--- config.mk ---
export PLATFORM = sky130hd
export DESIGN_NAME = mem_read_arbiter
export DESIGN_NICKNAME = d
export VERILOG_FILES = /design/src/rtl/mem_read_arbiter.sv
export SDC_FILE = /design/constraint.sdc
export NUM_CORES = 1
export LEC_CHECK = 0
export CORE_ASPECT_RATIO = 0.9
export CORE_UTILIZATION = 25
export CTS_CLUSTER_SIZE = 20
export DETAILED_ROUTE_END_ITERATION = 10
export DONT_BUFFER_PORTS = 1
export PLACE_DENSITY = 0.47
export SLEW_MARGIN = 20
export SYNTH_ARGS = -nofsm -noshare
export SYNTH_HDL_FRONTEND = slang
export SYNTH_SLANG_ARGS = --single-unit
--- constraint.sdc ---
create_clock -name clk -period 2.95 [get_ports clk]
set_clock_uncertainty 0.05 [all_clocks]
set_input_delay 0.885 -clock clk [delete_from_list [all_inputs] [get_ports clk]]
set_output_delay 0.885 -clock clk [all_outputs]
set_load 0.05 [all_outputs]
--- src/rtl/mem_read_arbiter.sv ---
// Two-requester (icache/dcache) line-read arbiter onto a single-outstanding
// burst read bus. Each accepted request becomes one 4-beat INCR burst whose
// beats are assembled into a 128-bit line and returned to the requester.
module mem_read_arbiter #(
  parameter bit DCACHE_FIRST = 1'b1
) (
  input  logic         clk,
  input  logic         rst,

  input  logic         i_ren,
  input  logic [31:0]  i_raddr,
  output logic         i_rrdy,
  output logic         i_ren_received,
  output logic         i_rvalid,
  output logic [127:0] i_rdata,
  output logic         i_flush_flag_valid,

  input  logic         d_ren,
  input  logic [31:0]  d_raddr,
  output logic         d_rrdy,
  output logic         d_ren_received,
  output logic         d_rvalid,
  output logic [127:0] d_rdata,

  output logic         ar_valid,
  input  logic         ar_ready,
  output logic [31:0]  ar_addr,
  output logic [3:0]   ar_id,
  output logic [7:0]   ar_len,
  output logic [2:0]   ar_size,
  output logic [1:0]   ar_burst,

  input  logic         r_valid,
  output logic         r_ready,
  input  logic [31:0]  r_data,
  input  logic         r_last
);

  localparam int unsigned AW = 32;
  localparam int unsigned DW = 32;
  localparam int unsigned LW = 128;
  localparam int unsigned CW = 2;
  localparam logic [AW-1:0] LINE_MASK = 32'hFFFF_FFF0;

  typedef enum logic [2:0] {
    S_IDLE = 3'd0,
    S_AR_I = 3'd1,
    S_AR_D = 3'd2,
    S_R_I  = 3'd3,
    S_R_D  = 3'd4
  } state_t;

  state_t          state_q, state_d;
  logic [AW-1:0]   addr_q;
  logic [AW-1:0]   launch_addr;
  logic            launch;
  logic [CW-1:0]   cnt_q;
  logic [LW-1:0]   line_q, line_d;
  logic            beat;
  logic            fin;
  logic            ar_hs;

  // Burst shape is fixed: 4 beats of 32 bits, incrementing.
  assign ar_len   = 8'd3;
  assign ar_size  = 3'b010;
  assign ar_burst = 2'b01;
  assign ar_addr  = addr_q;

  // Next-state decode, arbitration and state-derived handshake outputs.
  always_comb begin
    state_d        = state_q;
    i_rrdy         = 1'b0;
    d_rrdy         = 1'b0;
    ar_valid       = 1'b0;
    ar_id          = 4'd0;
    r_ready        = 1'b0;
    i_ren_received = 1'b0;
    d_ren_received = 1'b0;
    launch         = 1'b0;
    launch_addr    = i_raddr;
    unique case (state_q)
      S_IDLE: begin
        i_rrdy = 1'b1;
        d_rrdy = 1'b1;
        if (d_ren && (!i_ren || DCACHE_FIRST)) begin
          state_d     = S_AR_D;
          launch      = 1'b1;
          launch_addr = d_raddr;
        end else if (i_ren) begin
          state_d = S_AR_I;
          launch  = 1'b1;
        end
      end
      S_AR_I: begin
        ar_valid = 1'b1;
        if (ar_ready) begin
          i_ren_received = 1'b1;
          state_d        = S_R_I;
        end
      end
      S_AR_D: begin
        ar_valid = 1'b1;
        ar_id    = 4'd1;
        if (ar_ready) begin
          d_ren_received = 1'b1;
          state_d        = S_R_D;
        end
      end
      S_R_I, S_R_D: begin
        r_ready = 1'b1;
        if (r_valid && r_last) state_d = S_IDLE;
      end
      default: state_d = S_IDLE;
    endcase
  end

  // Line buffer with the current beat merged into its slot.
  always_comb begin
    beat   = r_valid && r_ready;
    fin    = beat && r_last;
    ar_hs  = ar_valid && ar_ready;
    line_d = line_q;
    if (beat) line_d[{cnt_q, 5'd0} +: DW] = r_data;
  end

  // State, latched line address, beat counter and assembly buffer.
  always_ff @(posedge clk or negedge rst) begin
    if (!rst) begin
      state_q <= S_IDLE;
      addr_q  <= '0;
      cnt_q   <= '0;
      line_q  <= '0;
    end else begin
      state_q <= state_d;
      if (launch) addr_q <= launch_addr & LINE_MASK;
      if (ar_hs) cnt_q <= '0;
      else if (beat) cnt_q <= cnt_q + CW'(1);
      if (beat) line_q <= line_d;
    end
  end

  // Per-requester completion pulse, held line data and icache outstanding flag.
  always_ff @(posedge clk or negedge rst) begin
    if (!rst) begin
      i_rvalid           <= 1'b0;
      d_rvalid           <= 1'b0;
      i_rdata            <= '0;
      d_rdata            <= '0;
      i_flush_flag_valid <= 1'b0;
    end else begin
      i_rvalid <= fin && (state_q == S_R_I);
      d_rvalid <= fin && (state_q == S_R_D);
      if (fin && (state_q == S_R_I)) i_rdata <= line_d;
      if (fin && (state_q == S_R_D)) d_rdata <= line_d;
      if (ar_hs && (state_q == S_AR_I)) i_flush_flag_valid <= 1'b1;
      else if (i_rvalid) i_flush_flag_valid <= 1'b0;
    end
  end

endmodule

==> metrics.md <==
| Metric | Value |
|---|---|
| Largest net degree at the start of global routing | `421` |
| Critical path required time | `a little over 2 ns` |
| Final-report hold violation count | `11` |
| Initial DRC Count | `between 500 and 600` |
| Post-CTS Setup Inserts | `0` |
| Internal | `14.1 mW` |
| CTS tree | `built` |
| Layout cells sized above 1 | `0.263` |
| CP Class | `flip-flop to primary output` |
| Biggest area consumer among synthesized cells | `dfrtp_1` |
| Yosys synthesis warning count | `0` |
| Synth cell types | `40` |
| Switching Share | `0.470` |
| Cells after Synth | `1313` |
| Setup WS post-layout | `0.155 ns` |
| GRT Total Usage | `0.139` |
| Die X | `277 microns` |
| RSZ-0062 raised after global routing | `no` |
| TNS Setup | `0 ns` |
| H-tree depth | `2` |
| Worst Tran Pin Value | `approximately 1.3 ns` |
| Final setup violation count | `0` |
| Place WS | `around 0.37 ns` |
| Crit share post-route | `0.947` |
| Initial antenna violation count | `4` |
| Worst slew margin | `0.153` |
| Vias per cell | `4.53` |
| Ports | `417` |
| Pleak | `between 8 and 9 nW` |
| Synth top area cells | `dfrtp_1 (62%), mux2_2 (14%), mux2i_1 (5.6%)` |
| Root Driver | `clkbuf_16` |
| Clock Sinks | `420` |
| PortBufs | `0` |
| Register bit total from synthesis | `420` |
| Hold_ws | `-0.0493 ns` |
| Register area share after synthesis | `0.616` |
| WL/cell | `22.0 microns` |
| Logic pwr share | `0.183` |
| Failing checks | `hold timing` |
| Critical path endpoint category | `primary output` |
| Type of the most critical hold path | `input pin to asynchronous set/reset pin` |
| GRT overflow | `0` |
| Min Tclk post-route | `2.79 ns` |
| Hpwl dp | `33.0 mm` |
| Via count | `slightly above 10000` |
| Maximum clock rate | `358 MHz` |
| Clk_lat worst skew | `slightly below 0.6 ns` |
| Status | `finished with violations` |
| Critical Path AT | `1.86 ns` |
| Drt first pass iters | `5` |
| Routed Wire Length | `48.9 mm` |
| GPL Wtd Cong | `0.746` |
| Critical Path Fanout Max | `16` |
| Post-synth design cell area | `0.0171 sq mm` |
| PD cells | `1340 mW/mm^2` |
| Starting density of the core | `0.254` |
| Vias in the first global route | `10400` |
| Clock buffer depth | `3` |
| Nets | `1415` |
| Antenna-violating nets left | `0` |
| Clk pwr share | `0.247` |
| Die area | `0.0694 sq mm` |
| NetSw | `roughly 12 mW` |
| CTS buffer count | `48` |
| DRC viols | `0` |
| Area grow syn2layout | `16.4%` |
| Core area | `around 0.067 sq mm` |
| Die H | `roughly 250 microns` |
| Mean Syn Cell Area | `13.0 sq um` |
| Final Max Slew Viols | `0` |
| First-pass GRT wire length | `72.6 mm` |
| CP Launch Type | `flip-flop` |
| Clk slew on worst S/H paths | `about 0.060 ns` |
| VDD IR max | `699 uV` |
| Yosys top cell area share | `0.616` |
| Seq pwr share | `0.570` |
| # Max-Cap Violations | `0` |
| FP Rows | `90` |
-- worst max-delay path, stage by stage (launching register included) --
cell and delay, ns:
dfrtp_1 0.59, nor3_2 0.34, and2_1 0.21, buf_12 0.14
-- state kept, by name, summed over array words and instances, names as in the netlist --
name                cells
i_rdata               128
i_flush_flag_valid      1
cnt_q                   2
d_rvalid                1
ar_addr                28
i_rvalid                1
state_q                 3
line_q                128
d_rdata               128
-- repair_timing --
item	CTS	global route
gates resized for setup	1	0
endpoints found under the hold margin	420	179
endpoints found under the setup margin	1	0
-- layer usage --
layer	track usage	vias up	wire, microns
li1	-	4496	-
met1	0.185	5180	21400
met2	0.210	339	21600
met3	0.0547	66	4850
met4	0.0389	0	998
met5	0	-	0
-- power groups by stage --
stage                     Clock (mW)  Sequential (mW)  Combinational [mW]
after detailed placement           0             15.4                4.95
after floorplan                    0             14.6                3.81
after CTS                       6.79             15.3                4.96
after global placement             0             15.3                4.79
final                           6.56             15.2                4.87
after global routing            6.98             15.5                5.40
-- per-stage QoR --
stage / hold slack (ns) / util / cell area [sq um] / total power [mW] / instances
after global placement: 0.418 / 0.269 / 18100 / 20.1 / 2131
after detailed placement: 0.424 / 0.269 / 18100 / 20.3 / 2131
after floorplan: 0.401 / - / 17200 / 18.4 / 1331
after global routing: -0.103 / 0.295 / 19900 / 27.9 / 2219
final: -0.0493 / 0.295 / 19900 / 26.6 / 2223
after CTS: -0.102 / 0.295 / 19900 / 27.0 / 2219
-- path summary, 6_finish.rpt --
kind                                  from              to  slack [ns]  cells past startpoint
worst max register to register    cnt_q[1]     i_rdata[55]        0.42                      7
min in group clk                  ar_ready        cnt_q[0]        0.35                      1
max in group asynchronous              rst      ar_addr[9]        1.86                      0
worst min-delay path                   rst     d_rdata[86]       -0.05                      0
worst min register to register  line_q[33]      line_q[33]        0.44                      2
worst max-delay path            state_q[2]  d_ren_received        0.16                      3
-- cells by family after synthesis --
family,synth area share
AND/OR/NAND/NOR,0.0668
flip-flops,0.616
AO/OA/AOI/OAI,0.0610
adder cells (fa/ha/maj),0.00366
other,0.000440
multiplexers,0.199
XOR/XNOR,0.00103
buffers and inverters,0.0521
-- cell usage in the layout, fill, tap and decap left out, types with 2 or more instances in the layout --
cell / synthesis / final
nand3_1: 19 / 19
and4_2: 0 / 3
xnor2_1: 2 / 2
diode_2: 0 / 4
o21ai_1: 1 / 2
nor4b_4: 1 / 2
a31oi_1: 38 / 38
clkinv_2: 0 / 7
clkbuf_1: 24 / 3
dfrtp_1: 420 / 419
clkbuf_8: 0 / 10
bufinv_16: 0 / 8
mux2_2: 218 / 218
mux2i_1: 95 / 95
a21oi_1: 33 / 33
nand4_1: 4 / 4
o21ai_0: 4 / 3
inv_6: 0 / 4
and3_1: 43 / 42
inv_1: 74 / 73
conb_1: 2 / 20
nand2_1: 108 / 108
clkinv_4: 0 / 4
clkbuf_16: 0 / 49
nor3_2: 0 / 2
a2bb2oi_1: 19 / 19
nor2_1: 52 / 52
a21o_1: 2 / 2
a22o_1: 42 / 42
clkinvlp_4: 0 / 2
ha_1: 5 / 4
buf_12: 0 / 12
buf_4: 28 / 21
-- cell type report --
| class | count | area (sq um) |
|---|---|---|
| Antenna cell | 4 | 10.0 |
| Clock buffer | 62 | 1380 |
| Clock inverter | 26 | 398 |
| Fill cell | 6813 | 47500 |
| Inverter | 74 | 283 |
| Multi-Input combinational cell | 730 | 5810 |
| Sequential cell | 420 | 10500 |
| Tap cell | 874 | 1090 |
| Timing Repair Buffer | 33 | 398 |
-- cells in the mapped netlist --
library cell / number
dfrtp_1: 420
mux2_2: 218
nand2_1: 108
mux2i_1: 95
inv_1: 74
nor2_1: 52
and3_1: 43
a22o_1: 42
buf_2: 42
a31oi_1: 38
a21oi_1: 33
buf_4: 28
clkbuf_1: 24
a2bb2oi_1: 19
nand3_1: 19
buf_6: 7
buf_1: 6
ha_1: 5
and4_1: 4
nand4_1: 4
o21ai_0: 4
nor3_1: 3
a21o_1: 2
and2_1: 2
conb_1: 2
nor3b_1: 2
nor4bb_1: 2
o21a_1: 2
xnor2_1: 2
a211oi_1: 1
a21bo_2: 1
a22oi_1: 1
a32o_1: 1
and3b_1: 1
nor2b_1: 1
nor4b_2: 1
nor4b_4: 1
o211ai_1: 1
o21ai_1: 1
o22ai_1: 1
Note: power is estimated with default switching activity, not from simulation.
